## config.mk

```make
export PLATFORM = sky130hd
export DESIGN_NAME = pwm_voice
export DESIGN_NICKNAME = d
export VERILOG_FILES = /design/src/rtl/pwm_voice_pkg.sv /design/src/rtl/pwm_envelope_slew.sv /design/src/rtl/pwm_voice.sv
export SDC_FILE = /design/constraint.sdc
export NUM_CORES = 1
export LEC_CHECK = 0
export ABC_CLOCK_PERIOD_IN_PS = 16570
export BUFFER_PORTS_ARGS = -buffer_cell sky130_fd_sc_hd__buf_2
export CAP_MARGIN = 20
export CORE_ASPECT_RATIO = 1.25
export CORE_UTILIZATION = 67
export CTS_CLUSTER_DIAMETER = 100
export DETAILED_ROUTE_END_ITERATION = 8
export PLACE_DENSITY = 0.95
export SLEW_MARGIN = 10
export SYNTH_ARGS = -nofsm -noshare
export SYNTH_HDL_FRONTEND = slang
export SYNTH_HIERARCHICAL = 1
export SYNTH_SLANG_ARGS = --single-unit
```

## constraint.sdc

```tcl
create_clock -name i_clk -period 16.57 [get_ports i_clk]
set_input_delay 0.8285 -clock i_clk [delete_from_list [all_inputs] [get_ports i_clk]]
set_output_delay 0.8285 -clock i_clk [all_outputs]
set_load 0.005 [all_outputs]
```

## src/rtl/pwm_voice_pkg.sv

```systemverilog
// pwm_voice_pkg: shared widths, slew state encoding and arithmetic helpers
// for the PWM voice.
//   ENV_W        - amplitude width (9 bits)
//   TOP_W        - PWM counter / top width (8 bits)
//   slew_state_t - SILENT / ATTACK / DECAY / SUSTAIN
//   step_toward  - move a level one step toward a target
//   classify     - slew state from the level and its target
//   scale_cmp    - (level * (top+1)) >> 9 using an 18-bit product
package pwm_voice_pkg;

  localparam int ENV_W = 9;
  localparam int TOP_W = 8;

  typedef enum logic [1:0] {
    SILENT  = 2'd0,
    ATTACK  = 2'd1,
    DECAY   = 2'd2,
    SUSTAIN = 2'd3
  } slew_state_t;

  function automatic logic [ENV_W-1:0] step_toward(input logic [ENV_W-1:0] level,
                                                   input logic [ENV_W-1:0] target);
    logic [ENV_W-1:0] res;
    if (level < target) begin
      res = level + ENV_W'(1);
    end else if (level > target) begin
      res = level - ENV_W'(1);
    end else begin
      res = level;
    end
    return res;
  endfunction

  function automatic slew_state_t classify(input logic [ENV_W-1:0] level,
                                           input logic [ENV_W-1:0] target);
    slew_state_t st;
    if ((level == ENV_W'(0)) && (target == ENV_W'(0))) begin
      st = SILENT;
    end else if (level < target) begin
      st = ATTACK;
    end else if (level > target) begin
      st = DECAY;
    end else begin
      st = SUSTAIN;
    end
    return st;
  endfunction

  // The product is at most 511*256, so the upper ENV_W bits never exceed top+1.
  function automatic logic [ENV_W-1:0] scale_cmp(input logic [ENV_W-1:0] level,
                                                 input logic [TOP_W:0]   top_plus1);
    logic [ENV_W+TOP_W:0] prod;
    prod = {{(TOP_W+1){1'b0}}, level} * {{ENV_W{1'b0}}, top_plus1};
    return prod[ENV_W+TOP_W -: ENV_W];
  endfunction

endpackage

```

## src/rtl/pwm_envelope_slew.sv

```systemverilog
// pwm_envelope_slew: once-per-period amplitude slew and its state machine.
// Ports:
//   clk, rst_n  - clock, asynchronous active-low reset
//   wrap        - high in the cycle the PWM counter wraps; only then do
//                 level and state move
//   target      - requested amplitude, sampled in the wrap cycle
//   level       - current slewed amplitude (registered)
//   level_next  - amplitude that will be loaded at this edge (combinational)
//   state       - slew state (registered)
module pwm_envelope_slew
  import pwm_voice_pkg::*;
(
  input  logic             clk,
  input  logic             rst_n,
  input  logic             wrap,
  input  logic [ENV_W-1:0] target,
  output logic [ENV_W-1:0] level,
  output logic [ENV_W-1:0] level_next,
  output slew_state_t      state
);

  slew_state_t state_next;

  // Next level and state; the state is classified from the post-step level.
  always_comb begin
    level_next = level;
    state_next = state;
    if (wrap) begin
      level_next = step_toward(level, target);
      state_next = classify(step_toward(level, target), target);
    end else begin
      level_next = level;
      state_next = state;
    end
  end

  // Level and state registers.
  always_ff @(posedge clk or negedge rst_n) begin
    if (!rst_n) begin
      level <= ENV_W'(0);
      state <= SILENT;
    end else begin
      level <= level_next;
      state <= state_next;
    end
  end

endmodule

```

## src/rtl/pwm_voice.sv

```systemverilog
// pwm_voice: single PWM audio voice. A phase accumulator produces a square
// wave whose polarity gates a slewed amplitude into a PWM compare value.
// Ports:
//   i_clk, i_rst_n   - clock, asynchronous active-low reset
//   i_top            - requested PWM top; period is i_top+1 clocks
//   i_top_valid      - i_top qualifier (may stay high)
//   i_phase_delta    - per-clock phase increment
//   i_envelope       - target amplitude
//   o_pwm            - registered PWM bit
//   o_period_start   - high while the PWM counter is 0
//   o_level          - current slewed amplitude
//   o_state          - slew state
module pwm_voice
  import pwm_voice_pkg::*;
#(
  parameter int               ACC_W     = 32,
  parameter logic [TOP_W-1:0] TOP_RESET = 8'hff
) (
  input  logic             i_clk,
  input  logic             i_rst_n,
  input  logic [TOP_W-1:0] i_top,
  input  logic             i_top_valid,
  input  logic [ACC_W-1:0] i_phase_delta,
  input  logic [ENV_W-1:0] i_envelope,
  output logic             o_pwm,
  output logic             o_period_start,
  output logic [ENV_W-1:0] o_level,
  output logic [1:0]       o_state
);

  logic [ACC_W-1:0] acc;
  logic [TOP_W-1:0] cnt;
  logic [TOP_W-1:0] cnt_next;
  logic [TOP_W-1:0] top_cur;
  logic [TOP_W-1:0] top_pend;
  logic [TOP_W-1:0] top_next;
  logic [TOP_W-1:0] pend_next;
  logic [TOP_W:0]   top_plus1;
  logic [ENV_W-1:0] cmp;
  logic [ENV_W-1:0] cmp_next;
  logic [ENV_W-1:0] level;
  logic [ENV_W-1:0] level_next;
  logic             wrap;
  logic             sq;
  slew_state_t      state;

  pwm_envelope_slew u_slew (
    .clk        (i_clk),
    .rst_n      (i_rst_n),
    .wrap       (wrap),
    .target     (i_envelope),
    .level      (level),
    .level_next (level_next),
    .state      (state)
  );

  assign sq             = acc[ACC_W-1];
  assign o_period_start = (cnt == TOP_W'(0));
  assign o_level        = level;
  assign o_state        = state;

  // Wrap detection, top handshake and compare value. A top presented in the
  // wrap cycle itself bypasses the pending register so it is not lost.
  always_comb begin
    wrap      = (cnt == top_cur);
    top_next  = top_cur;
    pend_next = top_pend;
    cnt_next  = cnt + TOP_W'(1);
    cmp_next  = cmp;
    if (i_top_valid) begin
      pend_next = i_top;
    end else begin
      pend_next = top_pend;
    end
    if (wrap) begin
      if (i_top_valid) begin
        top_next = i_top;
      end else begin
        top_next = top_pend;
      end
      cnt_next = TOP_W'(0);
    end else begin
      top_next = top_cur;
      cnt_next = cnt + TOP_W'(1);
    end
    top_plus1 = {1'b0, top_next} + (TOP_W+1)'(1);
    if (wrap) begin
      if (sq) begin
        cmp_next = scale_cmp(level_next, top_plus1);
      end else begin
        cmp_next = ENV_W'(0);
      end
    end else begin
      cmp_next = cmp;
    end
  end

  // Phase accumulator, counter, top registers, compare latch and PWM output.
  always_ff @(posedge i_clk or negedge i_rst_n) begin
    if (!i_rst_n) begin
      acc      <= ACC_W'(0);
      cnt      <= TOP_W'(0);
      top_cur  <= TOP_RESET;
      top_pend <= TOP_RESET;
      cmp      <= ENV_W'(0);
      o_pwm    <= 1'b0;
    end else begin
      acc      <= acc + i_phase_delta;
      cnt      <= cnt_next;
      top_cur  <= top_next;
      top_pend <= pend_next;
      cmp      <= cmp_next;
      o_pwm    <= ({1'b0, cnt} < cmp) && (state != SILENT);
    end
  end

endmodule

```

==> metrics <==
outcome completed; Core ar. 11100 um^2; minimum clock period between 8000 and 9000 ps; asr flop ratio synth 100%; Critical Path RT between 15000 and 20000 ps; RSZ-0062 raised after global routing false; min-delay worst type flop to flop; first-pass GRT wire length ~31 mm; Clock Latency Late Sink roughly 340 ps; die area between 10000 and 15000 um^2; CTS tree yes; logic gate share of total power just over 60%; Final Hold Fails 0; hold buffer count at CTS 0; Switching Fraction 45.5%; relative slew slack between 20 and 30%; Seq cells post-synth 77; clock power share ~15%; Max Cap Viol 0; VDD IR-drop max ~0.00012 V; clk_skew between 9 and 10 ps; P_int approximately 750 uW; Final Max Tran Viols 0; post-synth cell types slightly below 70; Final Instance Area between 8000 and 9000 um^2; Sequential Power Share 23.6%; area of the multi-input gates 5250 um^2; accumulated negative setup slack 0 ps; largest net degree at the start of global routing 78; post-synth top area cell dfrtp_1; Crit Path Max Fanout 43; gr usage total 32.5%; Post-synth EDFFs 0; synthesis warning total 6; Slew @ Worst Pin 1120 ps; crit path DAT 8930 ps; Final Cycle Share 52.8%; Remaining DRCs 0; Placed Area 8050 um^2; sequential area share after synthesis approximately 26%; Synth top area share 20.1%; CTS root buf clkbuf_16; Post-DP HPWL between 10 and 15 mm; Crit Path Class flop to flop; total routed wirelength 18.0 mm; Synth area leaders dfrtp_1 20%, ha_1 16%, fa_1 13%, dfstp_2 5.5%, xnor2_1 5.2%; register area 1950 um^2; Slowest-stage cell, CP nor2_4; postcts setup bufs 0; CTS sink cnt 77; Primary FF master, synth dfrtp_1; CTS clk-pin slew, worst paths approximately 70 ps; DR vias/cell 6.19; CTS resizes 0; number of global-route vias before repair 6661; wire per inst ~18 um; Post-Syn Nets approximately 980; # fillers roughly 690; share of cells above drive strength 1 between 10% and 20%; starting density of the core between 60% and 70%; post-synthesis cell area 7600 um^2; Layout area overhead 9.79%; clock tree buffer depth 2; DRT Pass-1 Iters 5; setup violators final 0; CP peak stage delay 930 ps; clock buffer count from CTS 9; Ant. Diodes 0; die width 97.3 um; Mapped Cells 782; # rows 43; cell area power density 164 nW/um^2; CP endpoint kind flop; # IOs 65; fin nets approximately 1.0k; Port Buffer Count 64; chip height about 120 um; Overflow after GRT 0; initial antenna violation count 0; via count between 6k and 7k; GPL Wtd Cong 0.902; H-tree depth 3; Routed Antenna Nets 0; fmax ~110 MHz; leakage 4.26 nW; Synth Area per Inst 9.72 um^2; NetSw around 620 uW; nature of the critical path startpoint flop; DR iter-0 viols 284
==> critical path: cells and delay by family (launching register included) <==
family / cells / cell delay, ps
AO/OA/AOI/OAI: 5 / 800
XOR/XNOR: 3 / 1060
adder cells (fa/ha/maj): 6 / 2770
buffers and inverters: 4 / 350
flip-flops: 1 / 490
multiplexers: 1 / 830
AND/OR/NAND/NOR: 6 / 2270
==> Yosys cell counts (6+ instances only) <==
cell type,count
a21o_1,21
a21oi_1,31
and2_1,50
and3_1,10
clkbuf_1,6
dfrtp_1,61
dfstp_2,16
fa_1,50
ha_1,95
inv_1,93
mux2_2,14
mux2i_1,13
nand2_1,58
nand3_1,17
nand4_1,9
nor2_1,32
nor2b_1,8
nor3_1,12
nor4_1,6
o21a_1,6
o21ai_0,19
o21bai_1,7
o22ai_1,6
xnor2_1,45
xor2_1,24
==> final timing paths <==
check / startpoint / cells after the start / slack (ps) / to
max: cnt[2]$_DFF_PN0_ / 25 / 7810 / cmp[7]$_DFFE_PN0N_
min: acc[0]$_DFF_PN0_ / 1 / 470 / acc[0]$_DFF_PN0_
max reg2reg: cnt[2]$_DFF_PN0_ / 25 / 7810 / cmp[7]$_DFFE_PN0N_
min reg2reg: acc[0]$_DFF_PN0_ / 1 / 470 / acc[0]$_DFF_PN0_
max in group asynchronous: i_rst_n / 1 / 15310 / cmp[8]$_DFFE_PN0N_
min in group asynchronous: i_rst_n / 1 / 640 / acc[19]$_DFF_PN0_
==> per-stage QoR <==
step | power [mW] | util (%) | hold WS [ps] | instances | setup slack, ps
finish | 1.37 | 75.3 | 473 | 988 | 7810
global route | 1.47 | 75.3 | 485 | 988 | 7470
CTS | 1.36 | 75.3 | 474 | 988 | 7980
detailed placement | 1.14 | 72.6 | 460 | 972 | 8130
global placement | 1.08 | 72.6 | 454 | 972 | 8450
floorplan | 0.931 | - | 443 | 782 | 9490
==> area by class of cell <==
| cell class | count | area share (%) |
|---|---|---|
| clock inverter | 5 | 0.705 |
| timing repair buffer | 65 | 3.96 |
| clock buffer | 11 | 2.91 |
| multi-input combinational | 602 | 62.9 |
| sequential | 77 | 23.3 |
| tap | 135 | 2.02 |
| inverter | 93 | 4.18 |
==> flip-flops by register name, indices dropped and copies added (netlist names) <==
| signal | cells |
|---|---|
| acc | 32 |
| cmp | 9 |
| u_slew/level | 9 |
| cnt | 8 |
| top_cur | 8 |
| top_pend | 8 |
| u_slew/state | 2 |
| o_pwm | 1 |
==> power groups by stage <==
stage | Combinational, mW | Sequential, mW | Clock (mW)
after floorplan | 0.624 | 0.307 | 0
after global routing | 0.932 | 0.331 | 0.209
after detailed placement | 0.816 | 0.324 | 0
after CTS | 0.838 | 0.323 | 0.200
after global placement | 0.761 | 0.319 | 0
final | 0.846 | 0.324 | 0.199
==> cell families (layout without fill, tap and decap cells) <==
| family | Yosys count | count (layout) | share of synthesized area [%] |
|---|---|---|---|
| DFF | 77 | 77 | 25.6 |
| adders and majority gates | 145 | 145 | 28.8 |
| buffers and inverters | 103 | 174 | 5.43 |
| and+or+nand+nor | 231 | 231 | 16.1 |
| xor gates and xnor gates | 70 | 70 | 8.16 |
| muxes | 28 | 28 | 3.98 |
| AOI/OAI and AO/OA | 128 | 128 | 11.9 |
==> per-layer routing <==
layer	up-vias	share of wire [%]	GRT usage, %
met5	-	0	0
met4	0	4.5	19.1
li1	2808	-	-
met1	2954	38	36.8
met3	86	5.1	4.90
met2	266	53	58.4
==> placed cells by master, fill, tap and decap left out, drive strengths merged, types with 16 or more instances in the layout <==
master,count
nand2,58
a21oi,34
a21o,21
dfstp,16
nor2,32
inv,94
fa,50
xor2,24
and2,50
buf,65
xnor2,46
ha,95
dfrtp,61
o21ai,21
nand3,17
Power figures use the tool's default switching activity.
